$ cat config.mk
export PLATFORM = sky130hd
export DESIGN_NAME = apu_audio_dac
export DESIGN_NICKNAME = d
export VERILOG_FILES = /design/src/rtl/apu_audio_dac.sv
export SDC_FILE = /design/constraint.sdc
export NUM_CORES = 1
export LEC_CHECK = 0
export ABC_AREA = 1
export CORE_MARGIN = 5
export CORE_UTILIZATION = 45
export CTS_BUF_LIST = sky130_fd_sc_hd__clkbuf_4 sky130_fd_sc_hd__clkbuf_8
export CTS_CLUSTER_DIAMETER = 200
export CTS_CLUSTER_SIZE = 40
export DETAILED_ROUTE_END_ITERATION = 10
export GPL_TIMING_DRIVEN = 0
export PLACE_DENSITY = 0.66
export SETUP_SLACK_MARGIN = 0.3
export SYNTH_ARGS = -nofsm -noshare
export SYNTH_HDL_FRONTEND = slang
export SYNTH_SLANG_ARGS = --single-unit
$ cat constraint.sdc
create_clock -name nclk -period 1.74 [get_ports nclk]
set_input_delay 0.174 -clock nclk [delete_from_list [all_inputs] [get_ports nclk]]
set_output_delay 0.174 -clock nclk [all_outputs]
set_load 0.02 [all_outputs]
$ cat src/rtl/apu_audio_dac.sv
// ---------------------------------------------------------------------------
// apu_audio_dac
//
// Audio output stage downstream of the APU mixer. Each sample strobe adds the
// mixer sample into a box-car accumulator. Every N = 2^DECIM_LOG2 strobes the
// truncated average is produced. That average goes to two places:
//   - a one-entry ready/valid buffer for a codec/I2S serializer, with a
//     sticky overrun flag that records a lost sample;
//   - a first-order delta-sigma modulator. It runs every clock and produces a
//     1-bit PDM stream for a pin-level RC DAC.
//
// Ports
//   nclk       in   1  system clock, rising-edge active
//   reset      in   1  synchronous, active-high reset
//   en         in   1  sample strobe; `in` is valid when en=1
//   in         in   8  unsigned mixer sample
//   pcm        out  8  averaged unsigned PCM sample
//   pcm_valid  out  1  pcm holds an unconsumed sample
//   pcm_ready  in   1  consumer takes pcm when pcm_valid & pcm_ready
//   overrun    out  1  sticky: a completed sample replaced an unconsumed one
//   pdm        out  1  delta-sigma bitstream, ones density = level/256
// ---------------------------------------------------------------------------
module apu_audio_dac #(
   parameter int DECIM_LOG2 = 5   // legal range 1..8
) (
   input  logic       nclk,
   input  logic       reset,
   input  logic       en,
   input  logic [7:0] in,
   output logic [7:0] pcm,
   output logic       pcm_valid,
   input  logic       pcm_ready,
   output logic       overrun,
   output logic       pdm
);

   localparam int AW = 8 + DECIM_LOG2;
   localparam logic [DECIM_LOG2-1:0] CNT_LAST = '1;   // N-1

   logic [AW-1:0]         acc_q,   acc_d;
   logic [DECIM_LOG2-1:0] cnt_q,   cnt_d;
   logic [7:0]            level_q, level_d;
   logic [7:0]            sd_q,    sd_d;
   logic [7:0]            pcm_q,   pcm_d;
   logic                  valid_q, valid_d;
   logic                  ovr_q,   ovr_d;
   logic                  pdm_q,   pdm_d;

   logic [AW-1:0] sum;
   logic [7:0]    avg;
   logic          done;
   logic [8:0]    mod_sum;

   always_comb begin
      // NOTE: every signal gets a default first, so no path leaves it
      // unassigned and no latch is inferred.
      acc_d   = acc_q;
      cnt_d   = cnt_q;
      level_d = level_q;
      pcm_d   = pcm_q;
      valid_d = valid_q;
      ovr_d   = ovr_q;

      // The sum of N 8-bit samples fits in 8+DECIM_LOG2 bits. Taking the top
      // 8 bits is the truncating divide by N.
      sum  = acc_q + {{DECIM_LOG2{1'b0}}, in};
      avg  = sum[AW-1:DECIM_LOG2];
      done = en && (cnt_q == CNT_LAST);

      if (en) begin
         if (done) begin
            acc_d   = '0;
            cnt_d   = '0;
            level_d = avg;
         end else begin
            acc_d = sum;
            cnt_d = cnt_q + DECIM_LOG2'(1);
         end
      end

      // One-entry output buffer. A completion takes priority over a plain
      // consume. A completion that coincides with a handshake is not an
      // overrun, because the old sample was taken in that same cycle.
      if (done) begin
         pcm_d   = avg;
         valid_d = 1'b1;
         if (valid_q && !pcm_ready) begin
            ovr_d = 1'b1;
         end
      end else if (valid_q && pcm_ready) begin
         valid_d = 1'b0;
      end

      // First-order delta-sigma: the carry out of the error accumulator is
      // the output bit. Over 256 cycles at constant level L it carries
      // exactly L times.
      mod_sum = {1'b0, sd_q} + {1'b0, level_q};
      sd_d    = mod_sum[7:0];
      pdm_d   = mod_sum[8];
   end

   // NOTE: sequential state uses non-blocking assignments. Every flop then
   // samples the pre-edge values, independent of statement order.
   always_ff @(posedge nclk) begin
      if (reset) begin
         acc_q   <= '0;
         cnt_q   <= '0;
         level_q <= '0;
         sd_q    <= '0;
         pcm_q   <= '0;
         valid_q <= 1'b0;
         ovr_q   <= 1'b0;
         pdm_q   <= 1'b0;
      end else begin
         acc_q   <= acc_d;
         cnt_q   <= cnt_d;
         level_q <= level_d;
         sd_q    <= sd_d;
         pcm_q   <= pcm_d;
         valid_q <= valid_d;
         ovr_q   <= ovr_d;
         pdm_q   <= pdm_d;
      end
   end

   assign pcm       = pcm_q;
   assign pcm_valid = valid_q;
   assign overrun   = ovr_q;
   assign pdm       = pdm_q;

endmodule

# After elaboration in Yosys (flattened, before gate mapping)
# Index checks and enable logic that the tools add are counted.
[totals]
regBits = 45
input_bits = 12
output_inout_bits = 11
wordCells = 23
[classes]
add_sub_neg = 3
eq_ne = 1
muxes = 4
reduce_logical = 7
[ops]
columns = ["operator", "n"]
rows = [
  ["adder 13 x 8 -> 13 bit", 1],
  ["2-to-1 mux 13 bit", 1],
  ["adder 8 x 8 -> 9 bit", 1],
  ["adder 5 x 1 -> 5 bit, second input constant", 1],
  ["equality test 5 bit, second input constant", 1],
  ["2-to-1 mux 5 bit", 1],
  ["AND reduction 2 bit", 2],
  ["logical AND 1 bit", 3],
  ["2-to-1 mux 1 bit", 2],
  ["nonzero test 2 bit", 1],
  ["logical NOT 1 bit", 1],
]

# Longest topological paths before layout
# Gate-level depths: netlist of the first run.
[depth]
ltp_word = 3
ltp_mapped = 12
ltp_nobuf = 12

# Worst setup path before layout of the first run
# OpenSTA, ideal clock, no wires.
[synth_path]
path_type = "reg2reg"
from = "reg, netlist name pcm[0]"
to = "reg sd_q[6]"
t_arrival_ns = 1.543
slack_ns = 0.084
path_stages_with_launch = 11
period_less_slack_ns = 1.656
cell_sequence = "dfxtp_1 > ha_1 > fa_1 > nand3_1 > nand2_1 > nand2_1 > nand2_1 > a21oi_1 > nand2_1 > nand2_1 > nor2_1"
[synth_rtl]
columns = ["item", "line_no", "rtl"]
rows = [
  ["end signal: assignment", "109", "sd_q <= '0;"],
  ["end signal: assignment", "118", "sd_q <= sd_d;"],
  ["end: declaration", "43", "logic [7:0] sd_q, sd_d;"],
]

# Final worst setup path of the first run
[layout_path]
from = "reg acc_q[0]"
to = "reg acc_q[4]"
[layout_between]
elab_chain_len = 2
[layout_lines]
columns = ["item", "line_no", "rtl"]
rows = [
  ["start: declaration", "40", "logic [AW-1:0] acc_q, acc_d;"],
  ["start signal: assignment", "106", "acc_q <= '0;"],
  ["start signal: assignment", "115", "acc_q <= acc_d;"],
  ["adder 13 x 8 -> 13 bit", "66", "sum = acc_q + {{DECIM_LOG2{1'b0}}, in};"],
  ["2-to-1 mux 13 bit", "71", "if (done) begin"],
]
# Every way passes these cells.
# A chain may end at the register's enable or synchronous reset.

==> qor.yml, run 1 <==
route:
  drt_iter0_markers: 56
  viasPerCell: 4.96
  vias: 2104
  routed_wl_um: 5490
  final_antenna_net_count: 0
  drc: 0
  drt_pass1_iterations: 4
  wl_per_cell_um: 12.9
place:
  dpl_cell_area_um2: 2570
  gp_congestion: 0.852
  io_buffers: 21
  hpwlAfterDp_um: 3820
  dp_slack_ns: -0.282
synthesis:
  ys_warn_count: 0
  synth_edf_count: 0
  netlist_area_um2: 2200
  syn_nets: 344
  synthCells: 312
  async_flop_share: 0
  synth_seq_cells: 37
  ys_seq_area_frac: 0.337
  synth.avg_cell_area_um2: 7.05
  yosysUniqueCellTypes: 31
  synthFlopType: "dfxtp_1"
sta:
  fin_ws_ns: 0.139
  relSlewSlack: 0.726
  hold_violations: 0
  tightest_slew_ns: 0.411
  fin_crit_sh: 0.920
  rsz0062_at_grt: "yes"
  fin_tns_setup_ns: 0
  finalSetupViolCount: 0
  fin_crit_ns: 1.60
  maxSlewViolCount: 0
  max_freq_ghz: 0.624
  fin_worst_skew_ns: 0.00617
  whs_ns: 0.292
die:
  coreArea_um2: 4720
  dieWidth_um: 79.9
  top_level_ports: 23
  start_util: 0.466
  dieArea_um2: 6390
  fp-row-count: 25
  die_height_um: 79.9
clock_tree:
  htreeDepth: 2
  cts_buffer_depth: 2
  clk_latency_ns: 0.29
  numCtsBuffers: 5
  clkTransAtPathRegs_ns: 0.08
  clock_sinks: 37
  root_buffer: "clkbuf_8"
  cts_tree: "done"
  cts_hold_buf: 0
global_routing:
  track_usage: 0.182
  antenna_found_initial: 0
  top_usage_layer: "met2"
  grt_use_met2: 0.320
  grt_pass1_vias: 2096
  use_met1: 0.222
  grt_util_met3: 0.0372
  grt_max_degree: 14
  grt_pass1_wl_um: 9170
  grt_overflow_total: 0
final_layout:
  final_net_count: 388
  diodes: 0
  final_common_cell: "nand2_1"
  design_area_um2: 3140
  layout_common_cells: "nand2_1 (75), inv_1 (36), dfxtp_1 (27)"
  syn_to_final_growth_pct: 42.9
  drive_gt1_frac: 0.317
setup_path:
  cp_data_required_time_ns: 1.93
  path_cells: "ha_4, inv_2, fa_2, inv_2, nand3_2, nand3_4, buf_4, or2_2, nand3_1, a21oi_1"
  critPathSlowestCell: "dfxtp_2"
  crit_fanout: 4
  crit_path_max_incr_delay_ns: 0.34
  cp-start-kind: "register"
  crit_top_cell: "inv_2"
  cp-end-kind: "register"
  criticalPathCategory: "register to register"
  worst_ep_arrival_time_ns: 1.79
power:
  ir_drop_mv: 0.435
  p_seq_frac: 0.399
  leakage_nw: 1.45
  clkPwrFrac: 0.401
  internal_power_mw: 1.66
  switching_share: 0.267
  power_frac_comb: 0.199
  power_density_nw_per_um2: 721
  p_switching_uw: 605
  finalPower_mw: 2.27
min_path:
  min_path_type: "primary input to register"
run_status:
  status: "completed"
run:
  cap_viol_max_count: 0
## cell type report
class                      instances  area [um2]
multi-input combinational        229        1620
tap                               67        83.8
clock inverter                     3        68.8
timing repair buffer              36         334
buffer                             6        57.6
sequential                        37         756
fill                             410        1580
inverter                          41         159
clock buffer                       5        68.8
## state kept, by name, summed over array words and instances, names as in the netlist
| signal | cells |
|---|---|
| acc_q | 13 |
| cnt_q | 5 |
| level_q | 2 |
| overrun | 1 |
| pcm | 6 |
| pcm_valid | 1 |
| pdm | 1 |
| sd_q | 8 |
## stage by stage
stage,util,std cells
2_1_floorplan,-,312
3_3_place_gp,0.545,400
3_5_place_dp,0.545,400
4_1_cts,0.633,421
5_1_grt,0.666,424
6_report,0.666,424
## routing by layer
| layer | wire [um] | up-vias |
|---|---|---|
| li1 | - | 1106 |
| met1 | 2500 | 964 |
| met2 | 2710 | 29 |
| met3 | 221 | 5 |
| met4 | 53 | 0 |
| met5 | 0 | - |
## power groups by stage
stage               Clock, mW  Sequential, mW  Combinational [mW]
detailed placement          0           0.915               0.342
global route            0.968           0.909               0.502
floorplan                   0           0.911               0.257
global placement            0           0.914               0.339
CTS                     0.937           0.902               0.408
finish                  0.910           0.905               0.452
## synth_stat cells, drive strengths merged, types with 6 or more instances
master,n,area share
nor2,21,0.040
nand4,6,0.017
nand3,30,0.073
ha,18,0.10
inv,41,0.070
a21oi,27,0.068
nand2,92,0.16
nor3,7,0.018
dfxtp,37,0.34
o21ai,9,0.020
## worst max-delay path, delay by kind of cell (launching register included)
kind | cells | cell delay (ns)
buffers and inverters | 3 | 0.25
AOI/OAI and AO/OA | 1 | 0.06
adders and majority gates | 2 | 0.36
DFF | 1 | 0.34
and+or+nand+nor | 4 | 0.49
## repair_timing
action                                  in CTS  in global routing
setup buffers                               12                  2
endpoints found under the setup margin      35                 27
gates resized for setup                     44                 32
pin swaps                                   20                 12
gates cloned                                 1                  1
## path summary, 6_finish.rpt
path	from	end	slack, ns	cells past startpoint
worst min-delay path	en	cnt_q[0]	0.29	3
worst max register to register	acc_q[0]	acc_q[4]	0.14	10
worst max-delay path	acc_q[0]	acc_q[4]	0.14	10
worst min register to register	overrun	overrun	0.47	2
## logic make-up after synthesis
kind of cell	count (synthesis)	synth area share
AOI/OAI and AO/OA	44	0.114
xor gates and xnor gates	3	0.0119
adders and majority gates	20	0.121
buffers and inverters	47	0.0944
DFF	37	0.337
and+or+nand+nor	161	0.323
(Power assumes the default switching activity.)
==> inputs of run 2 (changes only) <==
--- a/config.mk
+++ b/config.mk
@@ -6,10 +6,9 @@
 export NUM_CORES = 1
 export LEC_CHECK = 0
 export ABC_AREA = 1
-export CORE_MARGIN = 5
+export CORE_MARGIN = 1
 export CORE_UTILIZATION = 45
 export CTS_BUF_LIST = sky130_fd_sc_hd__clkbuf_4 sky130_fd_sc_hd__clkbuf_8
-export CTS_CLUSTER_DIAMETER = 200
 export CTS_CLUSTER_SIZE = 40
 export DETAILED_ROUTE_END_ITERATION = 10
 export GPL_TIMING_DRIVEN = 0
==> qor.yml, run 2 (synthesized netlist as in run 1, its figures left out) <==
run_status:
  status: "completed"
power:
  ir_drop_mv: 0.457  # +5.2%
  power_density_nw_per_um2: 640  # -11%
  leakage_nw: 1.44  # -0.53%
die:
  dieArea_um2: 5170  # -19%
  dieWidth_um: 71.9  # -10%
  top_level_ports: 23  # unchanged
  start_util: 0.466  # unchanged
  fp-row-count: 25  # unchanged
  coreArea_um2: 4720  # unchanged
  die_height_um: 71.9  # -10%
final_layout:
  largest-register: "acc_q"
  diodes: 0  # unchanged
  fill_cells: 392  # -4.4%
  drive_gt1_frac: 0.355  # +0.0388
  largest_reg_flops: 13  # unchanged
  final_cells: 430  # +1.4%
  layout_common_cells: "nand2_1 (72), inv_1 (36), dfxtp_1 (23)"
  syn_to_final_growth_pct: 45.5
  final_common_cell: "nand2_1"
  final_net_count: 394  # +1.5%
sta:
  max_freq_ghz: 0.599  # -4.1%
  hold_violations: 0  # unchanged
  fin_worst_skew_ns: 0.00528  # -0.000894 ns
  maxSlewViolCount: 0  # unchanged
  fin_crit_ns: 1.67  # +0.0687 ns
  rsz0062_at_grt: "yes"
  relSlewSlack: 0.738  # +0.0118
  tightest_slew_ns: 0.393  # -0.0177 ns
  finalSetupViolCount: 0  # unchanged
  fin_ws_ns: 0.0698  # -0.0687 ns
  fin_crit_sh: 0.960  # +0.0395
setup_path:
  cp-start-kind: "register"
  critPathSlowestCell: "dfxtp_2"
  worst_ep_arrival_time_ns: 1.89  # +0.10 ns
  cp-end-kind: "register"
  criticalPathCategory: "register to register"
  crit_fanout: 2  # -2
  cp_data_required_time_ns: 1.96  # +0.03 ns
  crit_top_cell: "inv_2"
  path_cells: "ha_4, inv_2, fa_2, inv_2, buf_4, buf_6, nand3_4, nand4_1, nand3_1, a21oi_1"
  crit_path_max_incr_delay_ns: 0.36  # +0.02 ns
clock_tree:
  clock_sinks: 37  # unchanged
  cts_buffer_depth: 2  # unchanged
  clk_latency_ns: 0.29  # about the same
  cts_hold_buf: 0  # unchanged
  root_buffer: "clkbuf_8"
  clkTransAtPathRegs_ns: 0.08  # about the same
  numCtsBuffers: 5  # unchanged
  htreeDepth: 2  # unchanged
  cts_tree: "done"
route:
  drc: 0  # unchanged
  final_antenna_net_count: 0  # unchanged
  vias: 2196  # +4.4%
  wl_per_cell_um: 13.1  # +1.2%
  drt_iter0_markers: 124  # +120%
  viasPerCell: 5.11  # +2.9%
  routed_wl_um: 5630  # +2.7%
  drt_pass1_iterations: 5  # +1
place:
  io_buffers: 21  # unchanged
  gp_congestion: 0.860  # +1.0%
  hpwlAfterDp_um: 3640  # -4.8%
  dp_slack_ns: -0.261  # +0.0215 ns
  place_inst: 400  # unchanged
global_routing:
  grt_pass1_wl_um: 8750  # -4.6%
  grt_overflow_total: 0  # unchanged
  antenna_found_initial: 0  # unchanged
  grt_max_degree: 13  # -1
  track_usage: 0.219  # +0.0372
  grt_pass1_vias: 1910  # -8.9%
run:
  cap_viol_max_count: 0  # unchanged
min_path:
  min_path_type: "primary input to register"
run 2: changes by cell type in the layout (fill, tap and decap cells not counted), moves of 4 or more:
| cell | delta |
|---|---|
| buf_6 | +5 |
| dfxtp_2 | +5 |
| nand3_2 | -5 |
| buf_4 | +4 |
| dfxtp_1 | -4 |
| nand3_4 | +4 |
run 2: power breakdown:
| part | total, mW | internal (mW) | switching [mW] |
|---|---|---|---|
| Clock | 0.641 | 0.321 | 0.320 |
| Combinational | 0.500 | 0.237 | 0.264 |
| Sequential | 0.908 | 0.877 | 0.0307 |
| Total | 2.05 | 1.43 | 0.615 |
run 2: final cells by class:
| class | count | area [um2] | area share |
|---|---|---|---|
| sequential | 37 | 758 | 0.237 |
| clock buffer | 6 | 82.6 | 0.0258 |
| clock inverter | 2 | 13.8 | 0.00430 |
| timing repair buffer | 43 | 384 | 0.120 |
| buffer | 6 | 53.8 | 0.0168 |
| tap | 67 | 83.8 | 0.0262 |
| multi-input combinational | 228 | 1670 | 0.521 |
| inverter | 41 | 156 | 0.0488 |
run 2: timing repair:
| item | 4_1_cts | 5_1_grt |
|---|---|---|
| buffers inserted | 13 | 9 |
| endpoints found under the setup margin | 34 | 32 |
| endpoints found under the hold margin | 0 | 0 |
| gates resized for setup | 41 | 53 |
| pin swaps | 26 | 29 |
run 2: per-stage QoR:
step / cell area, um2 / total power [mW] / hold slack [ns] / utilization / setup TNS, ns
finish: 3200 / 2.05 / 0.253 / 0.678 / 0
global route: 3200 / 2.17 / 0.289 / 0.678 / 0
CTS: 2920 / 2.00 / 0.238 / 0.619 / 0
detailed placement: 2570 / 1.25 / 0.462 / 0.545 / -2.12
global placement: 2570 / 1.25 / 0.452 / 0.545 / -1.97
floorplan: 2280 / 1.17 / 0.337 / - / 0
run 2: layer usage:
metal	track usage	up-vias	share of wire
met2	0.368	47	0.51
met3	0.0431	11	0.038
li1	-	1120	-
met1	0.288	1018	0.44
met4	0.0610	0	0.015
met5	0	-	0
run 2: worst paths after layout:
| kind | startpoint | end | slack, ns | depth (start not counted) |
|---|---|---|---|---|
| min reg2reg | cnt_q[4] | cnt_q[4] | 0.48 | 2 |
| min | en | cnt_q[0] | 0.25 | 3 |
| max reg2reg | acc_q[0] | acc_q[10] | 0.07 | 10 |
| max | acc_q[0] | acc_q[10] | 0.07 | 10 |
run 2: worst max-delay path, delay by kind of cell, from the launching register on:
family	cells	cell delay (ns)
and+or+nand+nor	3	0.29
buffers and inverters	4	0.32
DFF	1	0.36
adders and majority gates	2	0.48
AOI/OAI and AO/OA	1	0.14
==> inputs of run 3 (changes only) <==
--- a/config.mk
+++ b/config.mk
@@ -7,13 +7,14 @@
 export LEC_CHECK = 0
 export ABC_AREA = 1
 export CORE_MARGIN = 1
-export CORE_UTILIZATION = 45
+export CORE_UTILIZATION = 59
 export CTS_BUF_LIST = sky130_fd_sc_hd__clkbuf_4 sky130_fd_sc_hd__clkbuf_8
 export CTS_CLUSTER_SIZE = 40
 export DETAILED_ROUTE_END_ITERATION = 10
 export GPL_TIMING_DRIVEN = 0
-export PLACE_DENSITY = 0.66
+export PLACE_DENSITY = 0.83
 export SETUP_SLACK_MARGIN = 0.3
+export SLEW_MARGIN = 5
 export SYNTH_ARGS = -nofsm -noshare
 export SYNTH_HDL_FRONTEND = slang
 export SYNTH_SLANG_ARGS = --single-unit
==> qor.yml, run 3 (synthesized netlist as in run 1, its figures left out) <==
power:
  ir_drop_mv: 0.660  # +44%
  finalPower_mw: 2.42  # +18%
  power_density_nw_per_um2: 743  # +16%
  leakage_nw: 1.49  # +3.4%
run:
  cap_viol_max_count: 0  # unchanged
sta:
  rsz0062_at_grt: "yes"
  maxSlewViolCount: 0  # unchanged
  fin_crit_ns: 1.90  # +0.225 ns
  finalSetupViolCount: 10  # +10
  hold_violations: 0  # unchanged
  fin_ws_ns: -0.155  # -0.225 ns
  tightest_slew_ns: 0.401  # +0.00746 ns
  fin_crit_sh: 1.09  # +0.129
  fin_worst_skew_ns: 0.00523  # -0.0000516 ns
  relSlewSlack: 0.733  # -0.00534
  max_freq_ghz: 0.528  # -12%
clock_tree:
  htreeDepth: 2  # unchanged
  cts_tree: "done"
  cts_buffer_depth: 2  # unchanged
  clock_sinks: 37  # unchanged
  numCtsBuffers: 5  # unchanged
  root_buffer: "clkbuf_8"
  clk_latency_ns: 0.31  # +0.02 ns
  cts_hold_buf: 0  # unchanged
  clkTransAtPathRegs_ns: 0.08  # about the same
final_layout:
  final_cells: 412  # -4.2%
  final_net_count: 397  # +0.76%
  fill_cells: 102  # -74%
  largest-register: "acc_q"
  drive_gt1_frac: 0.372  # +0.0162
  syn_to_final_growth_pct: 48.3
  final_common_cell: "nand2_1"
  layout_common_cells: "nand2_1 (73), inv_1 (36), dfxtp_1 (28)"
  diodes: 0  # unchanged
  multi_input_area_um2: 1680  # +0.52%
  seq_area_um2: 752  # -0.83%
  largest_reg_flops: 13  # unchanged
place:
  io_buffers: 21  # unchanged
  hpwlAfterDp_um: 3640  # +0.22%
  place_inst: 379  # -5.3%
  gp_congestion: 0.940  # +9.3%
die:
  start_util: 0.639  # +0.173
  top_level_ports: 23  # unchanged
  dieWidth_um: 63.1  # -12%
  die_height_um: 63.1  # -12%
  fp-row-count: 21  # -16%
  dieArea_um2: 3980  # -23%
  coreArea_um2: 3440  # -27%
global_routing:
  grt_overflow_total: 0  # unchanged
  track_usage: 0.332  # +0.113
  grt_pass1_vias: 2230  # +17%
  antenna_found_initial: 0  # unchanged
  grt_max_degree: 14  # +1
  grt_pass1_wl_um: 10200  # +17%
route:
  final_antenna_net_count: 0  # unchanged
  viasPerCell: 6.69  # +31%
  wl_per_cell_um: 22.1  # +69%
  drc: 0  # unchanged
  vias: 2755  # +25%
  drt_pass1_iterations: 6  # +1
  drt_iter0_markers: 370  # +200%
  routed_wl_um: 9110  # +62%
run_status:
  status: "finished, violations left"
  violations: "negative setup slack"
setup_path:
  crit_path_max_incr_delay_ns: 0.42  # +0.06 ns
  worst_ep_arrival_time_ns: 2.14  # +0.25 ns
  cp_data_required_time_ns: 1.98  # +0.02 ns
  cp-start-kind: "register"
  cp-end-kind: "register"
  path_cells: "ha_4, inv_2, fa_2, inv_2, nand3_2, nand3_4, nand3_2, nand2_1, nand2_1, nand2_1, nand2_1, a21oi_2"
  r2r_cells: 12  # +2
  crit_fanout: 4  # +2
  critPathSlowestCell: "fa_2"
  criticalPathCategory: "register to register"
  crit_top_cell: "nand2_1"
min_path:
  hold_depth: 3  # unchanged
  min_path_type: "primary input to register"
run 3: changes by cell type in the layout (fill, tap and decap cells not counted), moves of 4 or more:
cell	before	now
dfxtp_1	23	28
dfxtp_2	14	9
clkdlybuf4s50_1	7	11
a21oi_2	9	13
a21oi_1	18	14
nand3_1	18	14
nand3_2	6	13
run 3: worst max-delay path: cells and delay by family, from the launching register on:
family	cells	cell delay [ns]
AO/OA/AOI/OAI	1	0.13
flip-flops	1	0.38
adder cells (fa/ha/maj)	2	0.57
AND/OR/NAND/NOR	7	0.61
buffers and inverters	2	0.14
run 3: where the power goes:
part / switching, mW / internal (mW)
sequential: 0.0342 / 0.876
combinational: 0.334 / 0.241
clock: 0.360 / 0.577
total: 0.728 / 1.69
run 3: path summary, 6_finish.rpt:
| check | from | to | slack [ns] |
|---|---|---|---|
| worst max-delay path | acc_q[0] | acc_q[12] | -0.16 |
| worst min-delay path | en | cnt_q[0] | 0.29 |
| worst max register to register | acc_q[0] | acc_q[12] | -0.16 |
| worst min register to register | acc_q[2] | acc_q[2] | 0.52 |
run 3: metal layers:
metal,global-route usage,up-vias,part of all wire
met3,0.0652,94,0.11
met5,0,-,0
met4,0.142,0,0.074
met2,0.574,289,0.47
met1,0.397,1252,0.34
li1,-,1120,-
run 3: cell type report:
| cell class | count | area share |
|---|---|---|
| Multi-Input combinational cell | 228 | 0.514 |
| Clock buffer | 5 | 0.0211 |
| Tap cell | 46 | 0.0176 |
| Buffer | 6 | 0.0169 |
| Clock inverter | 3 | 0.0211 |
| Timing Repair Buffer | 46 | 0.128 |
| Sequential cell | 37 | 0.230 |
| Inverter | 41 | 0.0502 |
run 3: metrics by stage:
| stage | TNS, ns | utilization | worst slack [ns] | hold slack [ns] | instance area, um2 |
|---|---|---|---|---|---|
| detailed placement | -2.30 | 0.740 | -0.311 | 0.458 | 2550 |
| CTS | 0 | 0.869 | 0.0764 | 0.296 | 2990 |
| finish | -0.688 | 0.948 | -0.155 | 0.289 | 3260 |
| floorplan | 0 | - | 0.228 | 0.337 | 2280 |
| global route | -0.928 | 0.948 | -0.199 | 0.306 | 3260 |
| global placement | -1.82 | 0.740 | -0.232 | 0.457 | 2550 |
run 3: timing repair:
action	4_1_cts	5_1_grt
pin swaps	19	24
cloned	1	0
setup endpoints to repair	34	33
buffers inserted	16	8
resized for setup	45	57
